[src/rtl/csr_apb_pkg.sv]
// Shared types and constants for the APB CSR controller (csr_apb_fsm, csr_apb_ctrl).
package csr_apb_pkg;

  typedef enum logic [1:0] {
    IDLE   = 2'b00,
    SETUP  = 2'b01,
    ACCESS = 2'b10
  } state_t;

  localparam int unsigned CSR_NUM    = 8;
  localparam int unsigned CSR_W      = 8;
  localparam int unsigned STATUS_IDX = 7;

endpackage

[src/rtl/csr_apb_fsm.sv]
// APB handshake sequencer: state, optional wait counter (CSR_WAIT_EN), ready/error and strobes.
// Without CSR_WAIT_EN the transfer is zero-wait and WAIT_CYCLES has no effect.
module csr_apb_fsm
  import csr_apb_pkg::*;
#(
  parameter int unsigned WAIT_CYCLES = 0
) (
  input  logic clk,
  input  logic rst,
  input  logic psel,
  input  logic penable,
  input  logic err,
  output logic pready,
  output logic pslverr,
  output logic in_setup,
  output logic complete
);

  state_t state_q, state_d;
  logic   ready;

  if (WAIT_CYCLES > 15) begin : g_wait_range
    $error("csr_apb_fsm: WAIT_CYCLES must be in 0..15");
  end

  always_ff @(posedge clk or posedge rst) begin
    if (rst) state_q <= IDLE;
    else     state_q <= state_d;
  end

`ifdef CSR_WAIT_EN
  logic [3:0] wait_cnt_q;
  logic       abort;

  // psel dropped while still waiting: leave without completing
  assign abort = (state_q == ACCESS) && !ready && !psel;
  assign ready = (state_q == ACCESS) && (wait_cnt_q == '0);

  always_ff @(posedge clk or posedge rst) begin
    if (rst)                                         wait_cnt_q <= '0;
    else if (state_q == SETUP)                       wait_cnt_q <= 4'(WAIT_CYCLES);
    else if (abort)                                  wait_cnt_q <= '0;
    else if (state_q == ACCESS && wait_cnt_q != '0)  wait_cnt_q <= wait_cnt_q - 4'd1;
  end
`else
  assign ready = (state_q == ACCESS);
`endif

  always_comb begin
    state_d = state_q;
    case (state_q)
      IDLE:    if (psel && !penable) state_d = SETUP;
      SETUP:   state_d = ACCESS;
      ACCESS: begin
        if (ready)      state_d = (psel && !penable) ? SETUP : IDLE;
        else if (!psel) state_d = IDLE;
      end
      default: state_d = IDLE;
    endcase
  end

  always_comb begin
    pready   = ready;
    pslverr  = ready && err;
    in_setup = (state_q == SETUP);
    complete = ready;
  end

endmodule

[src/rtl/csr_apb_ctrl.sv]
// APB slave owning eight 8-bit CSRs (CSR 7 = live i_status, read-only) and driving the
// 3-bit CSR decoder. Wait-state insertion is enabled by defining CSR_WAIT_EN.
module csr_apb_ctrl
  import csr_apb_pkg::*;
#(
  parameter int unsigned ADDR_W      = 8,
  parameter int unsigned WAIT_CYCLES = 0
) (
  input  logic                       i_clk,
  input  logic                       i_rst,
  input  logic                       i_psel,
  input  logic                       i_penable,
  input  logic                       i_pwrite,
  input  logic [ADDR_W-1:0]          i_paddr,
  input  logic [CSR_W-1:0]           i_pwdata,
  input  logic [CSR_W-1:0]           i_status,
  output logic [CSR_W-1:0]           o_prdata,
  output logic                       o_pready,
  output logic                       o_pslverr,
  output logic [2:0]                 o_dec_addr,
  output logic                       o_dec_en,
  output logic [CSR_NUM*CSR_W-1:0]   o_csr
);

  logic [CSR_W-1:0] csr_q [STATUS_IDX];
  logic [2:0]       dec_addr_q;
  logic             wr_q;
  logic             err_q;
  logic [CSR_W-1:0] prdata_q;

  logic [2:0]       idx;
  logic             req_err;
  logic [CSR_W-1:0] rd_val;
  logic             in_setup;
  logic             complete;

  csr_apb_fsm #(
    .WAIT_CYCLES(WAIT_CYCLES)
  ) u_fsm (
    .clk      (i_clk),
    .rst      (i_rst),
    .psel     (i_psel),
    .penable  (i_penable),
    .err      (err_q),
    .pready   (o_pready),
    .pslverr  (o_pslverr),
    .in_setup (in_setup),
    .complete (complete)
  );

  always_comb begin
    idx     = i_paddr[2:0];
    req_err = ((i_paddr >> 3) != '0) || (i_pwrite && (idx == 3'(STATUS_IDX)));
    rd_val  = i_status;
    for (int unsigned i = 0; i < STATUS_IDX; i++) begin
      if (idx == 3'(i)) rd_val = csr_q[i];
    end
  end

  // Address, direction, error and read data are frozen at the end of SETUP
  always_ff @(posedge i_clk or posedge i_rst) begin
    if (i_rst) begin
      dec_addr_q <= '0;
      wr_q       <= 1'b0;
      err_q      <= 1'b0;
      prdata_q   <= '0;
    end else if (in_setup) begin
      dec_addr_q <= idx;
      wr_q       <= i_pwrite;
      err_q      <= req_err;
      prdata_q   <= req_err ? '0 : rd_val;
    end
  end

  always_ff @(posedge i_clk or posedge i_rst) begin
    if (i_rst) begin
      for (int unsigned i = 0; i < STATUS_IDX; i++) csr_q[i] <= '0;
    end else if (complete && wr_q && !err_q) begin
      for (int unsigned i = 0; i < STATUS_IDX; i++) begin
        if (dec_addr_q == 3'(i)) csr_q[i] <= i_pwdata;
      end
    end
  end

  always_comb begin
    o_prdata   = prdata_q;
    o_dec_addr = dec_addr_q;
    o_dec_en   = complete && wr_q && !err_q;
    o_csr      = '0;
    for (int unsigned i = 0; i < STATUS_IDX; i++) begin
      o_csr[i*CSR_W +: CSR_W] = csr_q[i];
    end
    o_csr[STATUS_IDX*CSR_W +: CSR_W] = i_status;
  end

endmodule

[config.mk]
export PLATFORM = sky130hd
export DESIGN_NAME = csr_apb_ctrl
export DESIGN_NICKNAME = d
export VERILOG_FILES = /design/src/rtl/csr_apb_pkg.sv /design/src/rtl/csr_apb_fsm.sv /design/src/rtl/csr_apb_ctrl.sv
export SDC_FILE = /design/constraint.sdc
export NUM_CORES = 1
export LEC_CHECK = 0
export BUFFER_PORTS_ARGS = -buffer_cell sky130_fd_sc_hd__buf_2
export CAP_MARGIN = 10
export CORE_MARGIN = 2
export CORE_UTILIZATION = 30
export DETAILED_ROUTE_END_ITERATION = 7
export GPL_TIMING_DRIVEN = 0
export MAX_ROUTING_LAYER = met4
export PLACE_DENSITY = 0.51
export SLEW_MARGIN = 25
export SYNTH_ARGS = -nofsm -noshare
export SYNTH_HDL_FRONTEND = slang
export SYNTH_SLANG_ARGS = --single-unit
[constraint.sdc]
create_clock -name i_clk -period 2.6 [get_ports i_clk]
set_input_delay 0.52 -clock i_clk [delete_from_list [all_inputs] [get_ports i_clk]]
set_output_delay 0.52 -clock i_clk [all_outputs]
set_load 0.02 [all_outputs]
==> results of run 1 <==
## layout make-up
type	count	share of cell area (%)
Multi-Input combinational cell	166	33.6
Timing Repair Buffer	106	13.0
Inverter	2	0.235
Clock buffer	12	3.41
Buffer	21	2.77
Clock inverter	4	1.06
Tap cell	140	4.12
Sequential cell	71	41.8
## worst paths after layout
kind                                       start                to  slack (ns)  cells after the start
worst max-delay path            u_fsm.state_q[0]         o_csr[17]        0.49                      6
worst min-delay path                       i_rst         o_csr[45]        0.13                      2
worst max register to register  u_fsm.state_q[0]         o_csr[17]        0.49                      6
worst min register to register       o_prdata[3]       o_prdata[3]        0.48                      2
max in group asynchronous                  i_rst         o_csr[18]        1.91                      3
min in group i_clk                     i_penable  u_fsm.state_q[0]        0.33                      2
## kinds of logic after synthesis
group	count (synthesis)	share of synthesized area, %
simple gates	56	10.4
flops	71	53.3
mux	80	26.9
compound gates	30	5.63
buf+inv	23	3.76
## registers in the layout, summed over array words and instances, names as in the netlist
signal         flops
err_q              1
o_csr             56
o_dec_addr         3
o_prdata           8
u_fsm.state_q      2
wr_q               1
## cell usage in the layout (no fill, tap or decap), types with 8 or more instances in the layout
| master | n |
|---|---|
| buf_2 | 109 |
| dfrtp_1 | 71 |
| mux2_2 | 56 |
| mux2i_1 | 22 |
| nand2_1 | 21 |
| clkbuf_8 | 10 |
| clkbuf_1 | 9 |
| buf_4 | 9 |
| nor2b_1 | 9 |
| o21ai_0 | 8 |
| nor3b_1 | 8 |
## routing by layer
layer / wire length (um) / vias to the layer above / share of wire (%)
li1: - / 1159 / -
met1: 4330 / 1233 / 48
met2: 4180 / 67 / 46
met3: 475 / 8 / 5.2
met4: 97 / 0 / 1.1
met5: 0 / - / 0
## where the power goes
group,switching [mW],internal [mW]
Combinational,0.263,0.170
Sequential,0.0515,1.17
Clock,0.407,0.466
Total,0.721,1.81
## stage by stage
step | setup TNS [ns] | total power [mW]
floorplan | 0 | 1.51
global placement | -48.47 | 1.67
detailed placement | 0 | 1.69
CTS | 0 | 2.56
global route | 0 | 2.66
finish | 0 | 2.53
==> reports/qor.yml, run 1 <==
power.density_nw_per_um2: 595
synth_ff_type: "dfrtp_1"
fp.dieArea_um2: 12000
place.gp.congestion: 0.741
synth_edf_count: 0
drtIter0Drc: 86
io_pins: 107
tightestPinTransition_ns: 0.718
netlist_instances: 260
routed_wl_um: 9090
syn-cell-area_um2: 3330
cp_slowest_cell: "nor3b_4"
postLayoutCellArea_um2: 4250
grt_use_met2_pct: 24.0
fill_cells: 1099
worst_clock_skew_ns: 0.0105
instances_no_fill: 522
grt_pass1_wl_um: 13700
synth.largest_area_cell: "dfrtp_1"
numCtsBuffers: 9
end_kind: "register"
core_um2: 10800
initial_core_util_pct: 30.7
overflow: 0
grt_busiest_layer: "met2"
cts_buffer_depth: 2
fin_crit_ns: 2.11
max_slew_margin_pct: 52.1
vias: 2467
drive_gt1_share_pct: 51.8
dpl.cell_count: 506
antenna_found_initial: 0
final-seq-area_um2: 1780
async_flop_share_pct: 100
clk-insertion-delay-late_ns: 0.35
max_stage_delay_ns: 0.53
clock_sinks: 71
cp.arrival_ns: 2.33
avgSynthCellArea_um2: 12.8
outcome: "finished clean"
ys_top_cells_by_area: "dfrtp_1 (53%), mux2_2 (19%), mux2i_1 (6.6%)"
p_leak_nw: 2.16
post_cts_buffers: 0
finalCritPeriodShare_pct: 81.1
hpwl_um: 6690
grt_usage_pct: 16.2
die_x_um: 109
via_per_inst: 4.73
worst-setup-path-type: "register to register"
cp-start-kind: "register"
ys_ff_latch: 71
vdd_ir_drop_max_uv: 213
hold_class: "input pin to asynchronous set/reset pin"
post_dp_cell_area_um2: 4060
holdWs_ns: 0.134
cts.hold.buffers_added: 0
fmax_ghz: 0.474
syn2layout_area_growth_pct: 27.6
nets: 406
dr.pass1.iters: 6
yosysWarnings: 0
cts_resized: 0
crit_family: "simple AND/OR/NAND/NOR gates"
required_ns: 2.83
diodes: 0
final-hold-violation-count: 0
yosysSeqAreaShare_pct: 53.3
syn_nets: 289
grtUsageMet3_pct: 3.14
grt_max_degree: 49
clock-root-buffer: "clkbuf_8"
utilization_pct: 39.2
fp-row-count: 38
critPathBufInv: 2
yosysUniqueCellTypes: 29
wl_per_cell_um: 17.4
crit_chain: "and4bb_2 -> buf_4 -> nand2b_1 -> buf_2 -> nor3b_4 -> mux2_2"
setup_viol: 0
rsz0062_at_grt: "no"
cp_max_fo: 8
drc: 0
slew_viol_final: 0
place_ws_ns: 0.229
multi_input_comb_area_um2: 1430
io_buffers: 105
grt_pass1_vias: 2404
yosysTopAreaCellShare_pct: 53.3
max-cap-violations: 0
synth_common_cells: "dfrtp_1 (71), mux2_2 (56), mux2i_1 (22)"
fp.dieH_um: 109
setup_ws_ns: 0.492
ant_nets: 0
grt_use_met1_pct: 21.9
cts.clk_slew.worst_paths_ns: 0.08
post-synth-top-count-cell: "dfrtp_1"
cts_tree: "done"
cts.htree.levels: 3
No activity file was read; power rests on OpenSTA's default activity.
==> run 2, diff against run 1 <==
ABC_AREA = 1   (was unset)
PLACE_DENSITY = 0.5   (was 0.51)
clock period = 2 ns   (was 2.6 ns; I/O delays follow)
==> reports/qor.yml, run 2 <==
antenna_found_initial: 0
p_leak_nw: 2.57
nets: 609
worst_clock_skew_ns: 0.00506
yosysWarnings: 0
finalCritPeriodShare_pct: 90.3
dr.pass1.iters: 5
post_cts_buffers: 0
cts.htree.levels: 3
syn2layout_area_growth_pct: 28.2
diodes: 0
final_common_cell: "nand2_1"
sw_frac_of_total_pct: 30.3
power.total_mw: 3.77
max_slew_margin_pct: 66.6
async_flop_share_pct: 100
post-synth-top-count-cell: "nand2_1"
grt_pass1_wl_um: 16200
synth_ff_type: "dfrtp_1"
place_ws_ns: 0.180
required_ns: 1.60
clock-root-buffer: "clkbuf_16"
dpl.cell_count: 716
fp-row-count: 40
drive_gt1_share_pct: 27.9
drtIter0Drc: 180
drc: 0
routed_wl_um: 9910
postLayoutCellArea_um2: 4660
via_per_inst: 4.55
cp.arrival_ns: 1.41
seqPwrFrac_pct: 44.2
setup_viol: 0
grt_pass1_vias: 3169
vdd_ir_drop_max_uv: 364
post_dp_cell_area_um2: 4400
ys_ff_latch: 71
worst-setup-path-type: "register to output port"
yosysSeqAreaShare_pct: 48.9
grt_usage_pct: 16.6
outcome: "finished clean"
setup_ws_ns: 0.193
fp.dieArea_um2: 13000
numCtsBuffers: 9
end_kind: "output port"
instances_no_fill: 731
power.density_nw_per_um2: 808
cts_buffer_depth: 2
yosysUniqueCellTypes: 22
hold_class: "input pin to asynchronous set/reset pin"
clkPwrFrac_pct: 38.0
p_int_mw: 2.63
cp_max_fo: 8
io_pins: 107
clk-insertion-delay-late_ns: 0.33
die_x_um: 114
ys_top_cells_by_area: "dfrtp_1 (49%), nand2_1 (15%), o21ai_0 (7.0%)"
io_buffers: 105
wl_per_cell_um: 13.6
yosysTopAreaCellShare_pct: 48.9
clock_sinks: 71
fmax_ghz: 0.553
initial_core_util_pct: 30.5
final-hold-violation-count: 0
netlist_instances: 462
cts_resized: 0
utilization_pct: 39.1
overflow: 0
max-cap-violations: 0
hpwl_um: 8120
largest_reg_flops: 56
syn_nets: 491
tightestPinTransition_ns: 0.500
synth_edf_count: 0
final_cell_mix: "nand2_1 (146), buf_2 (116), dfrtp_1 (71), inv_1 (54), o21ai_0 (51)"
synth_common_cells: "nand2_1 (146), dfrtp_1 (71), inv_1 (55)"
cts.hold.buffers_added: 0
reg2regPathDepth: 7
place.gp.congestion: 0.816
setup_tns_ns: 0
synth.largest_area_cell: "dfrtp_1"
cts.clk_slew.worst_paths_ns: 0.06
cp-start-kind: "register"
holdWs_ns: 0.0985
core_um2: 11900
combPwrFrac_pct: 17.8
vias: 3323
slew_viol_final: 0
grt_max_degree: 33
cts_tree: "done"
fin_crit_ns: 1.81
p_switching_mw: 1.14
rsz0062_at_grt: "no"
syn-cell-area_um2: 3630
avgSynthCellArea_um2: 7.87
ant_nets: 0
fp.dieH_um: 114
run 2: cell types whose count changed in the layout (fill, tap and decap cells not counted), moves of 17 or more:
cell     previous run  this run
mux2_2             56         0
o21ai_0             8        51
nand2_1            21       146
mux2i_1            22         0
o21ai_1             0        17
nand3_1             2        34
inv_1               1        54
nor2_1              2        33
run 2: per-layer routing:
layer  up-vias  part of all wire, %  track usage (%)
met5         -                    0                -
met1      1541                   46             21.2
met2        87                   47             26.6
met4         0                  1.3             4.96
met3        14                  5.7             3.49
li1       1681                    -                -
run 2: power groups by stage:
stage | clock [mW] | combinational (mW) | sequential [mW]
3_5_place_dp | 0 | 0.684 | 1.69
6_report | 1.43 | 0.671 | 1.66
2_1_floorplan | 0 | 0.306 | 1.80
4_1_cts | 1.47 | 0.685 | 1.67
5_1_grt | 1.53 | 0.756 | 1.68
3_3_place_gp | 0 | 0.661 | 1.69
run 2: worst paths after layout:
check	from	end	slack, ns
setup / recovery	u_fsm.state_q[0]	o_dec_en	0.19
max in group asynchronous	i_rst	o_csr[21]	1.20
min in group i_clk	i_penable	u_fsm.state_q[0]	0.22
hold / removal	i_rst	o_prdata[0]	0.1
setup reg to reg	u_fsm.state_q[1]	o_prdata[0]	0.33
hold reg to reg	u_fsm.state_q[0]	u_fsm.state_q[0]	0.45
run 2: worst max-delay path, cell delays in order, from the launching register on:
cell	delay (ns)
dfrtp_1	0.38
inv_2	0.09
nand2_2	0.10
nor2_8	0.28
buf_2	0.22
run 2: layout make-up:
class                      count  area, um^2
fill                        1271        7250
sequential                    71        1780
multi-input combinational    309        1500
timing repair buffer         107         573
clock buffer                  11         243
inverter                      60         229
tap                          147         184
buffer                        22         134
clock inverter                 4        22.5
run 2: cell families (layout without fill, tap and decap cells):
logic type | Yosys count | after routing | share of synthesized area [%]
AO/OA/AOI/OAI | 68 | 68 | 9.36
buffers and inverters | 82 | 204 | 9.88
flip-flops | 71 | 71 | 48.9
AND/OR/NAND/NOR | 241 | 241 | 31.9
